**config.mk**
```make
export PLATFORM = sky130hd
export DESIGN_NAME = rst_seq_ctrl_flat
export DESIGN_NICKNAME = d
export VERILOG_FILES = /design/src/rtl/rst_seq_pkg.sv /design/src/rtl/rst_seq_ctrl_if.sv /design/src/rtl/btn_debounce.sv /design/src/rtl/rst_seq_ctrl.sv /design/src/flat_wrapper.sv
export SDC_FILE = /design/constraint.sdc
export NUM_CORES = 1
export LEC_CHECK = 0
export CORE_MARGIN = 2
export CORE_UTILIZATION = 52
export DETAILED_ROUTE_END_ITERATION = 10
export PLACE_DENSITY_LB_ADDON = 0.1
export REMOVE_ABC_BUFFERS = 1
export SLEW_MARGIN = 20
export SYNTH_ARGS = -nofsm -noshare
export SYNTH_HDL_FRONTEND = slang
export SYNTH_HIERARCHICAL = 1
export SYNTH_SLANG_ARGS = --single-unit
```
**constraint.sdc**
```tcl
create_clock -name clk -period 5.75 [get_ports clk]
set_input_delay 1.725 -clock clk [delete_from_list [all_inputs] [get_ports clk]]
set_output_delay 1.725 -clock clk [all_outputs]
set_load 0.1 [all_outputs]
```
**src/rtl/rst_seq_pkg.sv**
```systemverilog
// Shared types and constants for the staged reset sequencer.
package rst_seq_pkg;

  typedef enum logic [1:0] {
    ST_HOLD      = 2'd0,
    ST_WAIT_LOCK = 2'd1,
    ST_REL       = 2'd2,
    ST_RUN       = 2'd3
  } state_e;

  localparam int RCNT_W = 8;
  localparam logic [RCNT_W-1:0] RCNT_MAX = '1;

  function automatic logic [RCNT_W-1:0] sat_inc(input logic [RCNT_W-1:0] v);
    return (v == RCNT_MAX) ? v : v + 1'b1;
  endfunction

endpackage

```
**src/rtl/rst_seq_ctrl_if.sv**
```systemverilog
// Restart inputs and staged reset outputs of the reset sequencer.
interface rst_seq_ctrl_if #(
  parameter int NSTAGE = 3
);
  import rst_seq_pkg::*;

  logic              btn_n;
  logic              pll_locked;
  logic              sw_rst;
  logic [NSTAGE-1:0] rst_n;
  logic              done;
  logic [RCNT_W-1:0] restart_cnt;

  modport master (
    output btn_n, pll_locked, sw_rst,
    input  rst_n, done, restart_cnt
  );

  modport slave (
    input  btn_n, pll_locked, sw_rst,
    output rst_n, done, restart_cnt
  );

endinterface

```
**src/rtl/btn_debounce.sv**
```systemverilog
// Push-button synchroniser and debouncer: one btn_req pulse per stable press,
// re-armed only after the button has been stably released.
module btn_debounce #(
  parameter int DB_CYC = 1024
) (
  input  logic clk,
  input  logic reset,
  input  logic btn_n,
  output logic btn_req
);
  localparam int DB_W = (DB_CYC > 1) ? $clog2(DB_CYC) : 1;

  logic            r_s1;
  logic            r_s2;
  logic            r_armed;
  logic            r_req;
  logic [DB_W-1:0] r_cnt;
  logic            w_match;

  // Armed waits for a stable low level, disarmed waits for a stable high level.
  assign w_match = r_armed ? ~r_s2 : r_s2;

  always_ff @(posedge clk or posedge reset) begin
    if (reset) begin
      r_s1    <= 1'b1;
      r_s2    <= 1'b1;
      r_armed <= 1'b0;
      r_cnt   <= '0;
      r_req   <= 1'b0;
    end else begin
      r_s1  <= btn_n;
      r_s2  <= r_s1;
      r_req <= 1'b0;
      if (!w_match) begin
        r_cnt <= '0;
      end else if (r_cnt == DB_W'(DB_CYC - 1)) begin
        r_cnt   <= '0;
        r_armed <= ~r_armed;
        r_req   <= r_armed;
      end else begin
        r_cnt <= r_cnt + 1'b1;
      end
    end
  end

  assign btn_req = r_req;

endmodule

```
**src/rtl/rst_seq_ctrl.sv**
```systemverilog
// Staged reset sequencer: holds all downstream resets, waits for clock lock,
// then releases one stage at a time and watches for restart causes.
module rst_seq_ctrl
  import rst_seq_pkg::*;
#(
  parameter int NSTAGE    = 3,
  parameter int HOLD_CYC  = 16,
  parameter int STAGE_CYC = 8,
  parameter int DB_CYC    = 1024
) (
  input logic           clk,
  input logic           reset,
  rst_seq_ctrl_if.slave bus
);
  localparam int HOLD_W = (HOLD_CYC > 1)  ? $clog2(HOLD_CYC)  : 1;
  localparam int STG_W  = (STAGE_CYC > 1) ? $clog2(STAGE_CYC) : 1;
  localparam int S_W    = (NSTAGE > 1)    ? $clog2(NSTAGE)    : 1;

  state_e            r_state;
  logic [HOLD_W-1:0] r_hold_cnt;
  logic [STG_W-1:0]  r_stg_cnt;
  logic [S_W-1:0]    r_s;
  logic [NSTAGE-1:0] r_rst_n;
  logic              r_done;
  logic [RCNT_W-1:0] r_restart_cnt;
  logic              r_lk_s1;
  logic              r_lk_s2;

  state_e            w_state_nx;
  logic [HOLD_W-1:0] w_hold_nx;
  logic [STG_W-1:0]  w_stg_nx;
  logic [S_W-1:0]    w_s_nx;
  logic [NSTAGE-1:0] w_rst_n_nx;
  logic              w_done_nx;
  logic              w_btn_req;
  logic              w_req;
  logic              w_restart;

  btn_debounce #(
    .DB_CYC (DB_CYC)
  ) u_btn_debounce (
    .clk     (clk),
    .reset   (reset),
    .btn_n   (bus.btn_n),
    .btn_req (w_btn_req)
  );

  always_ff @(posedge clk or posedge reset) begin
    if (reset) begin
      r_lk_s1 <= 1'b0;
      r_lk_s2 <= 1'b0;
    end else begin
      r_lk_s1 <= bus.pll_locked;
      r_lk_s2 <= r_lk_s1;
    end
  end

  // Lock loss only matters once stages have started to come out of reset.
  assign w_req     = w_btn_req | bus.sw_rst;
  assign w_restart = ((r_state == ST_REL) || (r_state == ST_RUN)) && (w_req || !r_lk_s2);

  always_comb begin
    w_state_nx = r_state;
    w_hold_nx  = r_hold_cnt;
    w_stg_nx   = r_stg_cnt;
    w_s_nx     = r_s;
    w_rst_n_nx = r_rst_n;
    w_done_nx  = 1'b0;
    case (r_state)
      ST_HOLD: begin
        w_rst_n_nx = '0;
        if (w_req) begin
          w_hold_nx = '0;
        end else if (r_hold_cnt == HOLD_W'(HOLD_CYC - 1)) begin
          w_hold_nx  = '0;
          w_state_nx = ST_WAIT_LOCK;
        end else begin
          w_hold_nx = r_hold_cnt + 1'b1;
        end
      end
      ST_WAIT_LOCK: begin
        w_rst_n_nx = '0;
        if (w_req) begin
          w_state_nx = ST_HOLD;
        end else if (r_lk_s2) begin
          w_state_nx = ST_REL;
          w_stg_nx   = '0;
          w_s_nx     = '0;
        end
      end
      ST_REL: begin
        if (r_stg_cnt == STG_W'(STAGE_CYC - 1)) begin
          w_stg_nx        = '0;
          w_rst_n_nx[r_s] = 1'b1;
          if (r_s == S_W'(NSTAGE - 1)) begin
            w_state_nx = ST_RUN;
            w_done_nx  = 1'b1;
          end else begin
            w_s_nx = r_s + 1'b1;
          end
        end else begin
          w_stg_nx = r_stg_cnt + 1'b1;
        end
      end
      ST_RUN: begin
        w_done_nx = 1'b1;
      end
      default: begin
        w_state_nx = ST_HOLD;
        w_rst_n_nx = '0;
      end
    endcase
    if (w_restart) begin
      w_state_nx = ST_HOLD;
      w_hold_nx  = '0;
      w_stg_nx   = '0;
      w_s_nx     = '0;
      w_rst_n_nx = '0;
      w_done_nx  = 1'b0;
    end
  end

  always_ff @(posedge clk or posedge reset) begin
    if (reset) begin
      r_state       <= ST_HOLD;
      r_hold_cnt    <= '0;
      r_stg_cnt     <= '0;
      r_s           <= '0;
      r_rst_n       <= '0;
      r_done        <= 1'b0;
      r_restart_cnt <= '0;
    end else begin
      r_state    <= w_state_nx;
      r_hold_cnt <= w_hold_nx;
      r_stg_cnt  <= w_stg_nx;
      r_s        <= w_s_nx;
      r_rst_n    <= w_rst_n_nx;
      r_done     <= w_done_nx;
      if (w_restart) begin
        r_restart_cnt <= sat_inc(r_restart_cnt);
      end
    end
  end

  assign bus.rst_n       = r_rst_n;
  assign bus.done        = r_done;
  assign bus.restart_cnt = r_restart_cnt;

endmodule
```
**src/flat_wrapper.sv**
```systemverilog
// flat-port wrapper written by rule: the top's interface ports become plain ports
module rst_seq_ctrl_flat import rst_seq_pkg::*;
#(
  parameter int NSTAGE    = 3,
  parameter int HOLD_CYC  = 16,
  parameter int STAGE_CYC = 8,
  parameter int DB_CYC    = 1024
)
  (clk, reset, bus_btn_n, bus_pll_locked, bus_sw_rst, bus_rst_n, bus_done, bus_restart_cnt);
  rst_seq_ctrl_if #(.NSTAGE(NSTAGE)) bus_i ();
  input logic clk;
  input logic reset;
  input wire logic [$bits(bus_i.btn_n)-1:0] bus_btn_n;
  input wire logic [$bits(bus_i.pll_locked)-1:0] bus_pll_locked;
  input wire logic [$bits(bus_i.sw_rst)-1:0] bus_sw_rst;
  output wire logic [$bits(bus_i.rst_n)-1:0] bus_rst_n;
  output wire logic [$bits(bus_i.done)-1:0] bus_done;
  output wire logic [$bits(bus_i.restart_cnt)-1:0] bus_restart_cnt;
  assign bus_i.btn_n = bus_btn_n;
  assign bus_i.pll_locked = bus_pll_locked;
  assign bus_i.sw_rst = bus_sw_rst;
  assign bus_rst_n = bus_i.rst_n;
  assign bus_done = bus_i.done;
  assign bus_restart_cnt = bus_i.restart_cnt;
  rst_seq_ctrl #(.NSTAGE(NSTAGE), .HOLD_CYC(HOLD_CYC), .STAGE_CYC(STAGE_CYC), .DB_CYC(DB_CYC)) u_core (.clk(clk), .reset(reset), .bus(bus_i));
endmodule
```
==> metrics, run 1 <==
status complete, no violations; number of buffers added on ports 16; total iterations of the first detailed-routing run 4; drt drc 0; Largest delay share family, worst path buffers and inverters; number of ports placed on the die boundary 17; stage delay of the slowest cell on the critical path ~1.2 ns; die area 4340 sq um; antenna diode count 0; routed metal-1 wirelength around 1.7 mm; via count of the routed design around 1400; quantity of hold-fixing buffers added after cts 0; number of buffers between clock root and the deepest sink 2; sink count of the clock tree 39; max-cap viol count 0; setup repair after global routing missed its margin no; final hold violations 0; routability cong. slightly below 0.8; overall fraction of global-route tracks in use 19.7%; Crit path required time 4.03 ns; vias in the first global route roughly 1500; average wire per standard cell approximately 14 um; H-tree Lvls 2; largest net degree at the start of global routing 26; top sig layer met4; Initial Utilization a little over half; site row count 22; overall die height roughly 66 um; layout cell share with drive strength beyond 1 8.29%; later-pin clock latency in the skew report about 0.28 ns; cell count after synthesis roughly 180; core occupancy in the finished layout between 60 and 70%; Met2 Wirelength between 1.5 and 2 mm; CTS root buf sky130_fd_sc_hd__clkbuf_8; power density over cell area ~380 nW/um^2; most frequent cells in the layout sky130_fd_sc_hd__dfrtp_1 (37), sky130_fd_sc_hd__nor2_1 (17), sky130_fd_sc_hd__clkdlybuf4s50_1 (16); met3 WL between 100 and 150 um; Min-Delay Path Class reg2reg; routed wire length 3.55 mm; detailed-placement wirelength estimate about 2.6 mm; type of element capturing the critical path output port; TritonCTS clock tree done; post-synthesis instance area 1990 sq um; leakage power of the design 1.01 nW; global-route wire length before repair 6.56 mm; Die X-Extent about 66 um; critical path buffer and inverter count 1; iteration-0 DRC count of the detailed router between 100 and 150; setup tns final 0 ns; Routed Antenna Nets 0; worst hold start u_core/r_lk_s1; Critical Path Slowest Stage Cell sky130_fd_sc_hd__clkdlybuf4s50_1; layout overhead on the synthesized area 15.4%; most common cell after layout, fill and taps aside sky130_fd_sc_hd__dfrtp_1; antenna violations before repair 0; synthesized area per cell about 11 sq um; post-CTS setup repair buffer count 0; post-CTS sizing 0; Reg clk slew, reported paths ~0.070 ns; launching point of the worst reg2reg path u_core/r_state[0]; cell chain of the critical path clkdlybuf4s50_1; peak supply drop approximately 0.27 mV; proportion of synthesized chip area in sequential cells between 40% and 50%; number of fill cells 304; min cycle time layout 3.62 ns; nets about 220; Data arrival, critical path around 1.9 ns; number of vias per cell 5.67; Yosys warning total 6; Critical Path Source Type flop; Critical path origin u_core/bus.restart_cnt[3]; critical path fanouts, max 6; pin slew with the least headroom to its limit 0.974 ns; core footprint 3660 sq um; final cell count without fillers ~250; critical path class reg2out; Yosys cell types 45; final worst path period share between 60% and 70%; timing-limited maximum frequency between 200 and 300 MHz; Max-Slew Margin vs Limit approximately a third; Clock Skew 0.00912 ns; max-slew violation count 0; Overflow after GRT 0; total CTS buffers 5; register bit count reported by yosys 39; final-report setup violation count 0; instance count after placement with tap cells included about 250
[sequential cells by signal, indices dropped and copies added (netlist names)]
name and cells:
u_core/bus.done 1, u_core/bus.restart_cnt 8, u_core/bus.rst_n 3, u_core/r_hold_cnt 4, u_core/r_lk_s1 1, u_core/r_lk_s2 1
u_core/r_s 2, u_core/r_state 2, u_core/r_stg_cnt 3, u_core/u_btn_debounce/btn_req 1, u_core/u_btn_debounce/r_armed 1, u_core/u_btn_debounce/r_cnt 10
u_core/u_btn_debounce/r_s1 1, u_core/u_btn_debounce/r_s2 1
[metrics by stage]
step | total power, mW | setup slack, ns | cell area, sq um | hold slack (ns)
2_1_floorplan | 0.609 | 2.66 | 1980 | 0.331
3_3_place_gp | 0.675 | 2.05 | 2200 | 0.333
3_5_place_dp | 0.688 | 2.00 | 2200 | 0.337
4_1_cts | 0.888 | 2.11 | 2300 | 0.353
5_1_grt | 0.932 | 2.05 | 2300 | 0.356
6_report | 0.879 | 2.13 | 2300 | 0.350
[Yosys cell counts]
cell / count / share of area [%]
sky130_fd_sc_hd__nor4b_1: 1 / 0.44
sky130_fd_sc_hd__ha_1: 13 / 8.2
sky130_fd_sc_hd__and3b_1: 1 / 0.44
sky130_fd_sc_hd__xor2_1: 9 / 4.0
sky130_fd_sc_hd__nand4_1: 3 / 0.94
sky130_fd_sc_hd__a2111oi_4: 1 / 1.4
sky130_fd_sc_hd__mux2i_1: 2 / 1.0
sky130_fd_sc_hd__dfstp_2: 2 / 2.6
sky130_fd_sc_hd__a211oi_1: 1 / 0.38
sky130_fd_sc_hd__o221a_1: 3 / 1.7
sky130_fd_sc_hd__or3b_1: 1 / 0.44
sky130_fd_sc_hd__o211ai_1: 2 / 0.75
sky130_fd_sc_hd__mux2_2: 4 / 2.3
sky130_fd_sc_hd__a21oi_1: 9 / 2.3
sky130_fd_sc_hd__o2111ai_1: 1 / 0.44
sky130_fd_sc_hd__a22o_1: 4 / 1.8
sky130_fd_sc_hd__nor3_1: 5 / 1.3
sky130_fd_sc_hd__and3_1: 1 / 0.31
sky130_fd_sc_hd__a211o_1: 1 / 0.44
sky130_fd_sc_hd__nand2_1: 5 / 0.94
sky130_fd_sc_hd__a31oi_1: 2 / 0.63
sky130_fd_sc_hd__o22ai_1: 1 / 0.31
sky130_fd_sc_hd__buf_2: 2 / 0.50
sky130_fd_sc_hd__inv_1: 11 / 2.1
sky130_fd_sc_hd__nand3_2: 1 / 0.50
sky130_fd_sc_hd__nor4_1: 1 / 0.31
sky130_fd_sc_hd__o22a_1: 1 / 0.44
sky130_fd_sc_hd__nand3_1: 10 / 2.5
sky130_fd_sc_hd__nor2b_1: 1 / 0.31
sky130_fd_sc_hd__clkbuf_1: 1 / 0.19
sky130_fd_sc_hd__nor4bb_1: 1 / 0.50
sky130_fd_sc_hd__nor3b_1: 5 / 1.9
sky130_fd_sc_hd__or2_2: 1 / 0.31
sky130_fd_sc_hd__or4_1: 2 / 0.75
sky130_fd_sc_hd__o21ai_0: 7 / 1.8
sky130_fd_sc_hd__or3_2: 1 / 0.38
sky130_fd_sc_hd__nand3b_1: 1 / 0.38
sky130_fd_sc_hd__nand2b_1: 2 / 0.63
sky130_fd_sc_hd__dfrtp_1: 37 / 47
sky130_fd_sc_hd__nor2_1: 17 / 3.2
sky130_fd_sc_hd__or3_1: 2 / 0.63
sky130_fd_sc_hd__xnor2_1: 3 / 1.3
sky130_fd_sc_hd__o221ai_1: 1 / 0.44
sky130_fd_sc_hd__o31ai_1: 3 / 1.1
sky130_fd_sc_hd__nand4b_1: 1 / 0.44
[layout make-up]
cell class              instances  area [sq um]  share of cell area [%]
clock buffers                   8           100                    4.36
inverters                      11          41.3                    1.80
multi-input cells             131           957                    41.7
flip-flops and latches         39           978                    42.6
well taps                      48          60.1                    2.61
repair buffers                 16           160                    6.97
[kinds of logic (layout without fill, tap and decap cells)]
logic type	Yosys count	after routing	synth area share [%]
AOI/OAI and AO/OA	37	37	13.8
adders and majority gates	13	13	8.17
buffers and inverters	14	35	2.77
xor gates and xnor gates	12	12	5.28
and+or+nand+nor	63	63	17.5
muxes	6	6	3.27
DFF	39	39	49.2
[power by group]
| part | switching, mW | internal, mW |
|---|---|---|
| combinational | 0.225 | 0.111 |
| sequential | 0.0379 | 0.309 |
| clock | 0.0857 | 0.109 |
| total | 0.349 | 0.530 |
[worst paths after layout]
kind | endpoint | cells past startpoint | slack (ns)
worst max-delay path | bus_restart_cnt[3] | 1 | 2.13
min in group asynchronous | u_core/u_btn_debounce/r_cnt[4] | 2 | 1.82
worst min-delay path | u_core/r_lk_s2 | 0 | 0.35
worst min register to register | u_core/r_lk_s2 | 0 | 0.35
worst max register to register | u_core/r_state[0] | 6 | 3.51
max in group asynchronous | u_core/r_hold_cnt[0] | 2 | 3.18
[routing by layer]
layer	GRT usage, %	up-vias
met3	3.75	6
met2	31.8	27
met5	0	-
li1	-	708
met1	26.2	694
met4	7.81	0
(Power assumes the default switching activity.)
==> inputs of run 2 (changes only) <==
--- a/config.mk
+++ b/config.mk
@@ -6,7 +6,7 @@
 export NUM_CORES = 1
 export LEC_CHECK = 0
 export CORE_MARGIN = 2
-export CORE_UTILIZATION = 52
+export CORE_UTILIZATION = 51
 export DETAILED_ROUTE_END_ITERATION = 10
 export PLACE_DENSITY_LB_ADDON = 0.1
 export REMOVE_ABC_BUFFERS = 1
==> constraint.sdc (replaced) <==
create_clock -name clk -period 3.22 [get_ports clk]
set_input_delay 0.966 -clock clk [delete_from_list [all_inputs] [get_ports clk]]
set_output_delay 0.966 -clock clk [all_outputs]
set_load 0.1 [all_outputs]
==> metrics, run 2 (synthesis results as in run 1) <==
status complete, no violations; core footprint 3720 sq um (+1.5%); endpoint of the worst-slack reg-to-reg timing path u_core/r_state[1]; via count of the routed design 1459 (+1.7%); number of flip-flops in the largest register 10 (unchanged); routability cong. 0.795 (+0.98%); largest net degree at the start of global routing 26 (unchanged); layout cell share with drive strength beyond 1 13.6% (+5.3 points); Data arrival, critical path 2.90 ns (+1.00 ns); TritonCTS clock tree done; nets 223 (+0.45%); final hold violations 0 (unchanged); power density over cell area 675 nW/um^2 (+77%); Placed Instance Area 2170 sq um (-1.0%); register with the highest flop count u_core/u_btn_debounce/r_cnt; worst hold start u_core/u_btn_debounce/r_s1; setup tns final 0 ns (unchanged); pin slew with the least headroom to its limit 0.721 ns (-0.253 ns); Critical Path Source Type primary input; number of buffers between clock root and the deepest sink 2 (unchanged); post-CTS sizing 0 (unchanged); Initial Utilization 53.6% (-0.81 points); antenna diode count 0 (unchanged); Clock Skew 0.00626 ns (-0.00286 ns); total CTS buffers 5 (unchanged); reg-to-reg setup timing slack 1.01 ns (-2.50 ns); Overflow after GRT 0 (unchanged); number of cells traversed by the worst hold path 0 (unchanged); final worst path period share 84.6%; Die X-Extent 66.5 um (+0.92%); layout overhead on the synthesized area 13.3%; critical path fanouts, max 9 (+3); most frequent cells in the layout sky130_fd_sc_hd__dfrtp_1 (37), sky130_fd_sc_hd__nor2_1 (17), sky130_fd_sc_hd__buf_4 (13), sky130_fd_sc_hd__ha_1 (13), sky130_fd_sc_hd__inv_1 (11); Worst Hold Slack 0.357 ns (+0.00712 ns); sink count of the clock tree 39 (unchanged); R2R cell count 6 (unchanged); max-cap viol count 0 (unchanged); hold-critical path endpoint u_core/u_btn_debounce/r_s2; number of ports placed on the die boundary 17 (unchanged); setup repair after global routing missed its margin no; number of buffers added on ports 16 (unchanged); post-CTS setup repair buffer count 0 (unchanged); critical path class in2reg; type of element capturing the critical path flop; average wire per standard cell 14.4 um (+2.7%); max-slew violation count 0 (unchanged); detailed-placement wirelength estimate 2.73 mm (+3.0%); Min-Delay Path Class reg2reg; iteration-0 DRC count of the detailed router 96 (-7.7%); overall die height 66.5 um (+0.92%); Critical path origin bus_sw_rst; global-route wire length before repair 6.62 mm (+0.96%); total iterations of the first detailed-routing run 5 (+1); site row count 22 (unchanged); Crit path required time 3.40 ns (-0.63 ns); number of vias per cell 5.74 (+1.3%); routed wire length 3.66 mm (+3.1%); number of fill cells 310 (+2.0%); CTS root buf sky130_fd_sc_hd__clkbuf_8; Routed Antenna Nets 0 (unchanged); final cell count without fillers 254 (+0.40%); Reg clk slew, reported paths 0.07 ns (about the same); peak supply drop 0.835 mV (+200%); Max-Slew Margin vs Limit 51.9% (+17 points); instance count after placement with tap cells included 246 (+0.41%); most common cell after layout, fill and taps aside sky130_fd_sc_hd__dfrtp_1; leakage power of the design 1.03 nW (+1.4%); die area 4420 sq um (+1.8%); post-route design area 2250 sq um (-1.9%); vias in the first global route 1481 (+1.0%); timing-limited maximum frequency between 300 and 400 MHz; final-report setup violation count 0 (unchanged); quantity of hold-fixing buffers added after cts 0 (unchanged); min cycle time layout roughly 2.7 ns; antenna violations before repair 0 (unchanged); overall power 1.52 mW (+73%); overall fraction of global-route tracks in use 19.8% (+0.054 points); later-pin clock latency in the skew report 0.28 ns (about the same); H-tree Lvls 2 (unchanged); launching point of the worst reg2reg path u_core/r_state[0]; drt drc 0 (unchanged)
run 2: cell types whose count changed in the layout (fill, tap and decap cells not counted):
cell / before / now
sky130_fd_sc_hd__clkdlybuf4s50_1: 16 / 4
sky130_fd_sc_hd__clkbuf_8: 7 / 5
sky130_fd_sc_hd__buf_4: 0 / 13
sky130_fd_sc_hd__clkbuf_1: 1 / 3
run 2: area by class of cell:
type | count | area, sq um | share of cell area [%]
Inverter | 11 | 41.3 | 1.83
Sequential cell | 39 | 978 | 43.4
Tap cell | 48 | 60.1 | 2.66
Timing Repair Buffer | 17 | 138 | 6.10
Clock buffer | 8 | 80.1 | 3.55
Multi-Input combinational cell | 131 | 957 | 42.5
run 2: how the worst max path moves through the flow:
| stage | end | slack, ns | cells past startpoint |
|---|---|---|---|
| after CTS | u_core/bus.rst_n[1] | 0.52 | 5 |
| after global routing | u_core/bus.rst_n[0] | 0.43 | 5 |
| after global placement | u_core/bus.rst_n[1] | 0.29 | 5 |
| after floorplan | u_core/bus.restart_cnt[1] | 0.86 | 4 |
| after detailed placement | u_core/bus.rst_n[1] | 0.22 | 5 |
| final | u_core/bus.rst_n[1] | 0.50 | 5 |
run 2: per-layer routing:
layer,wire [um],track usage [%]
met5,0,0
met4,38,6.12
met3,126,5.74
met2,1810,32.6
met1,1690,25.1
run 2: stage by stage:
step / util [%] / setup WS (ns)
finish: 60.7 / 0.497
global route: 60.7 / 0.432
CTS: 60.7 / 0.517
detailed placement: 58.5 / 0.223
global placement: 58.5 / 0.289
floorplan: - / 0.863
run 2: worst max-delay path, stage by stage:
cell and delay (ns):
sky130_fd_sc_hd__clkdlybuf4s50_1 0.49, sky130_fd_sc_hd__or3b_1 0.58, sky130_fd_sc_hd__a2111oi_4 0.50, sky130_fd_sc_hd__nor3b_1 0.13
sky130_fd_sc_hd__o221a_1 0.24
run 2: power by group:
group	switching, mW	total [mW]	internal, mW
Combinational	0.400	0.590	0.190
Clock	0.156	0.309	0.154
Sequential	0.0702	0.623	0.552
